## src/rtl/piradspi_engine.sv

```systemverilog
// SPI shift/timing engine: per-command mode, length, bit order and divider,
// with programmable chip-select setup/hold and one-hot or binary select.
//
// state   | meaning
// S_IDLE  | cmd_ready high, waiting for a command
// S_SETUP | select asserted, sclk parked at cpol, first mosi bit presented
// S_SHIFT | sclk toggling, one toggle per half-period
// S_HOLD  | last edge done, select still asserted
// S_RESP  | rsp_valid high until rsp_ready
module piradspi_engine #(
  parameter int SEL_MODE  = 0,
  parameter int SEL_WIDTH = 5,
  parameter int MAX_BITS  = 32,
  parameter int DIV_WIDTH = 8,
  parameter int CS_SETUP  = 2,
  parameter int CS_HOLD   = 2
) (
  input  logic                        aclk,
  input  logic                        aresetn,
  input  logic                        cmd_valid,
  output logic                        cmd_ready,
  input  logic [MAX_BITS-1:0]         cmd_data,
  input  logic [$clog2(MAX_BITS)-1:0] cmd_nbits_m1,
  input  logic                        cmd_cpol,
  input  logic                        cmd_cpha,
  input  logic                        cmd_lsb_first,
  input  logic [DIV_WIDTH-1:0]        cmd_div,
  input  logic [SEL_WIDTH-1:0]        cmd_dev,
  output logic                        rsp_valid,
  input  logic                        rsp_ready,
  output logic [MAX_BITS-1:0]         rsp_data,
  output logic                        sclk,
  output logic                        mosi,
  input  logic                        miso,
  output logic [SEL_WIDTH-1:0]        csn,
  output logic                        csn_active,
  output logic                        busy
);
  localparam int BW = $clog2(MAX_BITS);
  localparam int EW = BW + 1;
  localparam int TW = (DIV_WIDTH > 16) ? DIV_WIDTH : 16;
  localparam logic [SEL_WIDTH-1:0] CSN_IDLE = (SEL_MODE == 0) ? {SEL_WIDTH{1'b1}} : {SEL_WIDTH{1'b0}};

  typedef enum logic [2:0] {S_IDLE, S_SETUP, S_SHIFT, S_HOLD, S_RESP} state_t;
  state_t r_state, w_state_nxt;

  logic [MAX_BITS-1:0]  r_tx, r_rx, r_rsp_data;
  logic [BW-1:0]        r_nbits_m1;
  logic                 r_cpol, r_cpha, r_lsb;
  logic [DIV_WIDTH-1:0] r_div;
  logic [SEL_WIDTH-1:0] r_dev, r_csn;
  logic [TW-1:0]        r_tmr;
  logic [EW-1:0]        r_edge;
  logic                 r_ready, r_busy, r_rsp_valid, r_sclk, r_mosi, r_csn_act;

  logic                 w_accept, w_tmr_zero, w_lead, w_last_edge, w_sample, w_advance;
  logic [BW-1:0]        w_bit, w_bit_nx, w_idx_cur, w_idx_nxt, w_idx_first, w_adv_idx;
  logic [SEL_WIDTH-1:0] w_csn_sel;

  assign w_accept    = cmd_valid & r_ready;
  assign w_tmr_zero  = (r_tmr == '0);
  assign w_lead      = ~r_edge[0];
  assign w_bit       = r_edge[BW:1];
  assign w_bit_nx    = w_bit + 1'b1;
  assign w_last_edge = (r_edge == {r_nbits_m1, 1'b1});
  assign w_idx_cur   = r_lsb ? w_bit : (r_nbits_m1 - w_bit);
  assign w_idx_nxt   = r_lsb ? w_bit_nx : (r_nbits_m1 - w_bit_nx);
  assign w_idx_first = r_lsb ? {BW{1'b0}} : r_nbits_m1;
  // cpha=1 presents bit b on leading edge b; cpha=0 presents bit b+1 on trailing edge b
  assign w_adv_idx   = r_cpha ? w_idx_cur : w_idx_nxt;
  assign w_sample    = (r_state == S_SHIFT) & w_tmr_zero & (r_cpha ? ~w_lead : w_lead);
  assign w_advance   = (r_state == S_SHIFT) & w_tmr_zero &
                       (r_cpha ? (w_lead & (w_bit != '0)) : (~w_lead & (w_bit != r_nbits_m1)));

  always_comb begin
    w_csn_sel = CSN_IDLE;
    if (SEL_MODE == 0) begin
      for (int i = 0; i < SEL_WIDTH; i++)
        if (r_dev == SEL_WIDTH'(i)) w_csn_sel[i] = 1'b0;
    end else begin
      w_csn_sel = r_dev;
    end
  end

  always_ff @(posedge aclk or negedge aresetn) begin
    if (!aresetn) r_state <= S_IDLE;
    else          r_state <= w_state_nxt;
  end

  always_comb begin
    w_state_nxt = r_state;
    case (r_state)
      S_IDLE:  if (w_accept) w_state_nxt = S_SETUP;
      S_SETUP: if (w_tmr_zero) w_state_nxt = S_SHIFT;
      S_SHIFT: if (w_tmr_zero && w_last_edge) w_state_nxt = S_HOLD;
      S_HOLD:  if (w_tmr_zero) w_state_nxt = S_RESP;
      S_RESP:  if (rsp_ready) w_state_nxt = S_IDLE;
      default: w_state_nxt = S_IDLE;
    endcase
  end

  always_ff @(posedge aclk or negedge aresetn) begin
    if (!aresetn) begin
      r_tx        <= '0;
      r_rx        <= '0;
      r_rsp_data  <= '0;
      r_nbits_m1  <= '0;
      r_cpol      <= 1'b0;
      r_cpha      <= 1'b0;
      r_lsb       <= 1'b0;
      r_div       <= '0;
      r_dev       <= '0;
      r_csn       <= CSN_IDLE;
      r_csn_act   <= 1'b1;
      r_tmr       <= '0;
      r_edge      <= '0;
      r_ready     <= 1'b0;
      r_busy      <= 1'b0;
      r_rsp_valid <= 1'b0;
      r_sclk      <= 1'b0;
      r_mosi      <= 1'b0;
    end else begin
      r_ready <= (w_state_nxt == S_IDLE);
      r_busy  <= (w_state_nxt != S_IDLE);
      case (r_state)
        S_IDLE: begin
          if (w_accept) begin
            r_tx       <= cmd_data;
            r_rx       <= '0;
            r_nbits_m1 <= cmd_nbits_m1;
            r_cpol     <= cmd_cpol;
            r_cpha     <= cmd_cpha;
            r_lsb      <= cmd_lsb_first;
            r_div      <= cmd_div;
            r_dev      <= cmd_dev;
            // one extra count: select goes out on the first SETUP edge
            r_tmr      <= TW'(CS_SETUP);
          end
        end
        S_SETUP: begin
          r_csn     <= w_csn_sel;
          r_csn_act <= (SEL_MODE == 0) ? (&w_csn_sel) : 1'b0;
          r_sclk    <= r_cpol;
          r_mosi    <= r_tx[w_idx_first];
          if (w_tmr_zero) begin
            r_tmr  <= TW'(r_div);
            r_edge <= '0;
          end else begin
            r_tmr <= r_tmr - 1'b1;
          end
        end
        S_SHIFT: begin
          if (w_tmr_zero) begin
            r_sclk <= ~r_sclk;
            r_edge <= r_edge + 1'b1;
            r_tmr  <= w_last_edge ? TW'(CS_HOLD - 1) : TW'(r_div);
          end else begin
            r_tmr <= r_tmr - 1'b1;
          end
          if (w_sample)  r_rx[w_idx_cur] <= miso;
          if (w_advance) r_mosi <= r_tx[w_adv_idx];
        end
        S_HOLD: begin
          if (w_tmr_zero) begin
            r_csn       <= CSN_IDLE;
            r_csn_act   <= 1'b1;
            r_rsp_valid <= 1'b1;
            r_rsp_data  <= r_rx;
          end else begin
            r_tmr <= r_tmr - 1'b1;
          end
        end
        S_RESP: if (rsp_ready) r_rsp_valid <= 1'b0;
        default: ;
      endcase
    end
  end

  assign cmd_ready  = r_ready;
  assign busy       = r_busy;
  assign rsp_valid  = r_rsp_valid;
  assign rsp_data   = r_rsp_data;
  assign sclk       = r_sclk;
  assign mosi       = r_mosi;
  assign csn        = r_csn;
  assign csn_active = r_csn_act;
endmodule

```

## config.mk

```make
export PLATFORM = sky130hd
export DESIGN_NAME = piradspi_engine
export DESIGN_NICKNAME = d
export VERILOG_FILES = /design/src/rtl/piradspi_engine.sv
export SDC_FILE = /design/constraint.sdc
export NUM_CORES = 1
export LEC_CHECK = 0
export ABC_CLOCK_PERIOD_IN_PS = 3500
export BUFFER_PORTS_ARGS = -buffer_cell sky130_fd_sc_hd__buf_2
export CORE_ASPECT_RATIO = 1.5
export CORE_MARGIN = 2
export CORE_UTILIZATION = 59
export DETAILED_ROUTE_END_ITERATION = 16
export GPL_ROUTABILITY_DRIVEN = 1
export PLACE_DENSITY_LB_ADDON = 0.1
export SLEW_MARGIN = 20
export SYNTH_ARGS = -nofsm -noshare
export SYNTH_HDL_FRONTEND = slang
export SYNTH_SLANG_ARGS = --single-unit
```

## constraint.sdc

```tcl
create_clock -name aclk -period 3.5 [get_ports aclk]
set_input_delay 0.175 -clock aclk [delete_from_list [all_inputs] [get_ports aclk]]
set_output_delay 0.175 -clock aclk [all_outputs]
set_load 0.01 [all_outputs]
```

==> summary.md, run 1 <==
| Metric | Value |
|---|---|
| CTS tree | built |
| Site Rows | 52 |
| R2R depth | 9 |
| # setup viols final | 0 |
| PwrDens | 839 nW/um^2 |
| Synth Area in Adders | 2.48% |
| Req. time, crit path | 3.78 ns |
| Synth Area in XOR/XNOR | 1.68% |
| Buffers added on ports | 100 |
| Post-layout min period | 3.27 ns |
| Post-synthesis mux area share | 17.4% |
| Bufs and invs on worst path | 1 |
| H-tree Lvls | 4 |
| Average wire per standard cell | 18.5 um |
| GRT Resource Usage Total | 28.2% |
| Max_cap viols | 0 |
| GPL Wtd Cong | 0.893 |
| Crit-path leading delay family | multiplexers |
| Synth cell types | 73 |
| Leak | 4.59 nW |
| Hold endpoint | r_div[0] |
| DRT Wirelength | 20.1 mm |
| Startpoint types | flop |
| Pwr Total | 8.39 mW |
| Via count | 6681 |
| Setup CP Type | reg2reg |
| CP Capture Type | flop |
| Number of antenna violations at the first check in global routing | 0 |
| Crit path cell chain | inv_1, ha_1, mux2i_2, xnor2_2, mux4_2, nor2b_1, a211oi_1, a211o_1, a31oi_1 |
| Setup TNS Final | 0 ns |
| Die height | 148 um |
| Placed cell area | 8810 um^2 |
| R2r startpoint | r_edge[1] |
| Area growth from synthesis to layout | 22.3% |
| Number of global-route vias before repair | 6966 |
| FILL cells | 933 |
| Hold Fails Final Rpt | 0 |
| Overflow after GRT | 0 |
| Least-Margin Pin Slew | 0.903 ns |
| Global-route wire length before repair | 33.3 mm |
| Post-synthesis simple-gate area fraction | 11.3% |
| Synth Area in Compound Gates | 16.5% |
| Fraction of layout cells with a size suffix above 1 | 28.6% |
| Die Area | 14800 um^2 |
| CTS Buffer Depth | 2 |
| Hold Crit Depth | 3 |
| RSZ-0062 raised after global routing | no |
| Max_slew headroom | 39.8% |
| I/O pin count | 101 |
| Multi-input logic area | 4050 um^2 |
| Slew Viols, Final | 0 |
| Mapped cell area | 8170 um^2 |
| Synth top cells by count | 147 x dfrtp_1, 95 x o21ai_0, 80 x mux2_2, 54 x a21oi_1, 46 x nor2_1 |
| Vias per cell | 6.15 |
| Outcome | completed |
| Residual DRC | 0 |
| Worst-path clk slew | 0.06 ns |
| Core ar. | 13500 um^2 |
| Reg2Reg Setup Slack | 0.23 ns |
| Fin area | 9990 um^2 |
| Largest net degree at the start of global routing | 99 |
| CP max stage delay | 0.71 ns |
| Top-count cell post-synth | dfrtp_1 |
| Layout Nets | 985 |
| Die X | 100 um |
| Post-synth EDFFs | 0 |
| Synth Net Count | 840 |
| Synth Warn # | 0 |
| CTS buffer count | 17 |
| Synth area leaders | dfrtp_1 45%, mux2_2 11%, o21ai_0 5.8% |
| Clock latency reported for the late side of the worst-skew pair | 0.42 ns |
| Min-delay worst type | in2reg |
| Worst-path fanout max | 12 |
| Hold path start | cmd_div[0] |
| Final period utilization | 93.4% |
| Starting Density | 60.4% |
| Post-synth top area share | 45.0% |
| Antenna diode count | 0 |
| Post-route ant nets | 0 |
| CTS Sinks | 153 |
| Main combinational cell family by area after synthesis | multiplexers |
| Worst IR Drop VDD | 0.493 mV |
| Main flop type after synthesis | dfrtp_1 |
| Cell count after synthesis | 767 |
| CP max-delay cell | xnor2_2 |
| TritonRoute pass-1 iters | 5 |
| Post-DP HPWL | 13.6 mm |
| Util after Layout | 73.8% |
| Arrival @ worst endpoint | 3.55 ns |
| Clock Skew | 0.0119 ns |
| Synth async-reset ratio | 100% |
| Register bit total from synthesis | 153 |
| Syn avg cell area | 10.7 um^2 |
| Max Fclk | 0.306 GHz |
| FF+latch area | 3840 um^2 |
| Clk root buf | clkbuf_16 |
| DRT iter0 DRCs | 382 |
| Cell taking the most area after synthesis | dfrtp_1 |
| PostCTS Resize Cnt | 0 |
| FF-to-FF End | mosi |
| Seq/Total Area, Yosys | 46.9% |
worst register-to-register path: stages (launching register included):
cell and delay, ns:
dfrtp_1 0.54, inv_1 0.17, ha_1 0.41, mux2i_2 0.14, xnor2_2 0.71, mux4_2 0.59
nor2b_1 0.14, a211oi_1 0.23, a211o_1 0.14, a31oi_1 0.07
area by class of cell:
type | instances | area share [%]
repair buffers | 170 | 11.8
well taps | 162 | 2.03
multi-input cells | 548 | 40.5
clock inverters | 15 | 2.23
clock buffers | 17 | 4.26
inverters | 22 | 0.826
flip-flops and latches | 153 | 38.4
report_power, final:
part           total, mW  switching [mW]  leakage [nW]  internal, mW
clock               2.03           0.802         0.316          1.23
combinational       3.63            2.03          2.28          1.60
sequential          2.73           0.507          1.99          2.22
worst max path at each step:
stage | endpoint | cells past startpoint | start
4_1_cts | mosi | 9 | r_edge[1]
6_report | mosi | 9 | r_edge[1]
3_3_place_gp | mosi | 9 | r_edge[1]
5_1_grt | mosi | 11 | r_edge[1]
2_1_floorplan | mosi | 12 | r_edge[2]
3_5_place_dp | mosi | 9 | r_edge[1]
registers in the layout (all words and copies together), names as in the netlist, 5 cells and up:
register / count
r_rx: 32
r_tx: 32
rsp_data: 32
r_tmr: 16
r_div: 8
r_edge: 6
csn: 5
r_dev: 5
r_nbits_m1: 5
metrics by stage:
step	hold slack [ns]	worst slack [ns]	std cells
5_1_grt	0.0377	0.0152	1087
4_1_cts	0.000796	0.288	1087
3_5_place_dp	0.341	0.313	1002
6_report	0.00781	0.233	1087
2_1_floorplan	-0.121	0.449	767
3_3_place_gp	0.330	0.430	1002
layer usage:
| layer | share of wire, % | wire length (um) | vias to the layer above | track usage, % |
|---|---|---|---|---|
| met5 | 0 | 0 | - | 0 |
| met3 | 3.9 | 777 | 58 | 4.70 |
| li1 | - | - | 3107 | - |
| met2 | 54 | 10900 | 204 | 51.4 |
| met1 | 38 | 7720 | 3312 | 32.2 |
| met4 | 3.7 | 738 | 0 | 12.4 |
cells by family (layout without fill, tap and decap cells):
kind of cell | count (synthesis) | after routing
multiplexers | 120 | 120
adder cells (fa/ha/maj) | 15 | 15
flip-flops | 153 | 153
AND/OR/NAND/NOR | 177 | 177
buffers and inverters | 66 | 224
XOR/XNOR | 14 | 14
AO/OA/AOI/OAI | 222 | 222
placed cells by master, fill, tap and decap left out, types with 5 or more instances in the layout:
cell	n
a21o_1	5
a21oi_1	54
a31oi_1	7
buf_2	99
buf_4	16
clkbuf_16	17
dfrtp_1	147
dfstp_2	6
dlygate4sd3_1	53
ha_1	13
inv_1	21
inv_6	7
mux2_2	80
mux2i_1	26
mux4_2	9
nand2_1	42
nand2b_1	8
nand3_1	18
nand3b_1	7
nor2_1	45
nor2b_1	7
nor3_1	10
nor3b_1	5
o211ai_1	5
o21ai_0	95
o21ai_1	10
o31ai_1	7
or3_1	5
xnor2_1	10
repair_timing:
item	in CTS	in global routing
hold endpoints to repair	149	0
setup buffers	0	0
hold buffers	53	0
(Power assumes the default switching activity.)
==> run 2, diff against run 1 <==
- CELL_PAD_IN_SITES_DETAIL_PLACEMENT: unset -> 0
- CELL_PAD_IN_SITES_GLOBAL_PLACEMENT: unset -> 1
- CORE_UTILIZATION: 59 -> 46
==> summary.md, run 2 (same netlist as run 1, synthesis figures left out) <==
| Metric | Value |
|---|---|
| RSZ-0062 raised after global routing | no |
| Fraction of layout cells with a size suffix above 1 | 28.7% |
| # Post-CTS Setup Buffers | 0 |
| Req. time, crit path | 3.77 ns |
| # setup viols final | 0 |
| DRT Wirelength | 20.6 mm |
| Hold Fails Final Rpt | 0 |
| Via count | 6558 |
| Vias per cell | 5.77 |
| WL met2 | 11.3 mm |
| Worst-path clk slew | 0.07 ns |
| Setup TNS Final | 0 ns |
| Post-layout min period | 3.14 ns |
| TritonRoute pass-1 iters | 5 |
| Starting Density | 47.1% |
| Die height | 167 um |
| Leak | 4.58 nW |
| Clk root buf | clkbuf_16 |
| Die X | 113 um |
| Die Area | 18900 um^2 |
| Post-DP HPWL | 14.7 mm |
| Max_cap viols | 0 |
| Crit path cell chain | inv_1, ha_1, inv_1, fa_1, a21oi_1, mux2i_1, o211ai_1, nor3_1, a21oi_1, o21ai_0, o21ai_0 |
| Largest net degree at the start of global routing | 75 |
| Min-delay worst type | in2reg |
| CP Capture Type | flop |
| CTS Buffer Depth | 2 |
| CTS buffer count | 17 |
| Layout Nets | 984 |
| I/O pin count | 101 |
| Residual DRC | 0 |
| Post-route ant nets | 0 |
| Antenna diode count | 0 |
| Most common cell after layout, fill and taps aside | dfrtp_1 |
| Core ar. | 17300 um^2 |
| Number of global-route vias before repair | 6558 |
| Metal-1 WL | 8.19 mm |
| Worst-path fanout max | 8 |
| FILL cells | 1446 |
| Top routing layer used | met4 |
| Overflow after GRT | 0 |
| Commonest non-fill, non-tap cells in the layout | 147 x dfrtp_1, 99 x buf_2, 95 x o21ai_0 |
| Final period utilization | 89.8% |
| GRT Resource Usage Total | 22.4% |
| Number of antenna violations at the first check in global routing | 0 |
| Outcome | completed |
| Max_slew headroom | 39.0% |
| Worst IR Drop VDD | 0.432 mV |
| Setup CP Type | reg2reg |
| Slew Viols, Final | 0 |
| Bufs and invs on worst path | 2 |
| Pwr Total | 8.31 mW |
| Clock Skew | 0.00867 ns |
| Startpoint types | flop |
| PwrDens | 829 nW/um^2 |
| Clock latency reported for the late side of the worst-skew pair | 0.43 ns |
| Least-Margin Pin Slew | 0.910 ns |
| Met3 routed WL | 818 um |
| CP max-delay cell | nor3_1 |
| GPL Wtd Cong | 0.876 |
| CP max stage delay | 0.55 ns |
| CTS Sinks | 153 |
| Site Rows | 59 |
| Global-route wire length before repair | 33.9 mm |
| Average wire per standard cell | 18.1 um |
| CTS tree | built |
| Buffers added on ports | 100 |
| DRT iter0 DRCs | 381 |
| Max Fclk | 0.318 GHz |
| Arrival @ worst endpoint | 3.41 ns |
| Crit-path leading delay family | compound AO/OA/AOI/OAI gates |
| H-tree Lvls | 4 |
| Area growth from synthesis to layout | 22.7% |
[run 2: changes by cell type in the layout (fill, tap and decap cells not counted)]
cell,change
clkinv_8,+1
clkinv_4,+3
dlygate4sd3_1,-1
clkinvlp_4,+1
inv_6,-4
bufinv_16,-1
[run 2: cell type report]
class / instances / area [um^2] / share of cell area (%)
Sequential cell: 153 / 3840 / 38.2
Timing Repair Buffer: 169 / 1170 / 11.6
Clock inverter: 15 / 208 / 2.07
Tap cell: 213 / 267 / 2.66
Inverter: 22 / 82.6 / 0.823
Multi-Input combinational cell: 548 / 4050 / 40.3
Clock buffer: 17 / 425 / 4.24
[run 2: repair_timing]
| action | in CTS | in global routing |
|---|---|---|
| gates resized for setup | 0 | 0 |
| hold endpoints to repair | 123 | 0 |
| hold buffers | 52 | 0 |
[run 2: per-stage QoR]
stage / instances / cell area (um^2) / util (%) / setup slack, ns / hold WS (ns)
floorplan: 767 / 8170 / - / 0.449 / -0.121
finish: 1137 / 10000 / 57.8 / 0.357 / 0.00354
CTS: 1137 / 10000 / 57.8 / 0.347 / 0.00152
global placement: 1053 / 8880 / 51.2 / 0.568 / 0.247
detailed placement: 1053 / 8880 / 51.2 / 0.438 / 0.258
global route: 1137 / 10000 / 57.8 / 0.119 / 0.00589
[run 2: path summary, 6_finish.rpt]
path | start | endpoint | slack, ns | cells after the start
hold / removal | cmd_cpol | r_cpol | 0.004 | 2
hold reg to reg | r_rx[22] | rsp_data[22] | 0.48 | 1
min in group asynchronous | aresetn | rsp_data[13] | 0.33 | 2
setup reg to reg | r_nbits_m1[0] | r_rx[5] | 0.36 | 11
max in group asynchronous | aresetn | csn[3] | 2.26 | 3
setup / recovery | r_nbits_m1[0] | r_rx[5] | 0.36 | 11
[run 2: power breakdown]
part / switching (mW) / total, mW / internal, mW
sequential: 0.497 / 2.72 / 2.23
combinational: 2.03 / 3.62 / 1.59
clock: 0.821 / 1.97 / 1.15
total: 3.35 / 8.31 / 4.96
[run 2: layer usage]
metal / track usage, % / vias to the layer above
met1: 26.5 / 3244
li1: - / 3106
met4: 7.16 / 0
met3: 4.49 / 32
met2: 40.5 / 176
met5: 0 / -
[run 2: worst reg2reg max path, delay by kind of cell, from the launching register on]
family                   cells  cell delay (ns)
AO/OA/AOI/OAI                5             0.94
adder cells (fa/ha/maj)      2             0.65
AND/OR/NAND/NOR              1             0.55
flip-flops                   1             0.37
multiplexers                 1             0.25
buffers and inverters        2             0.22
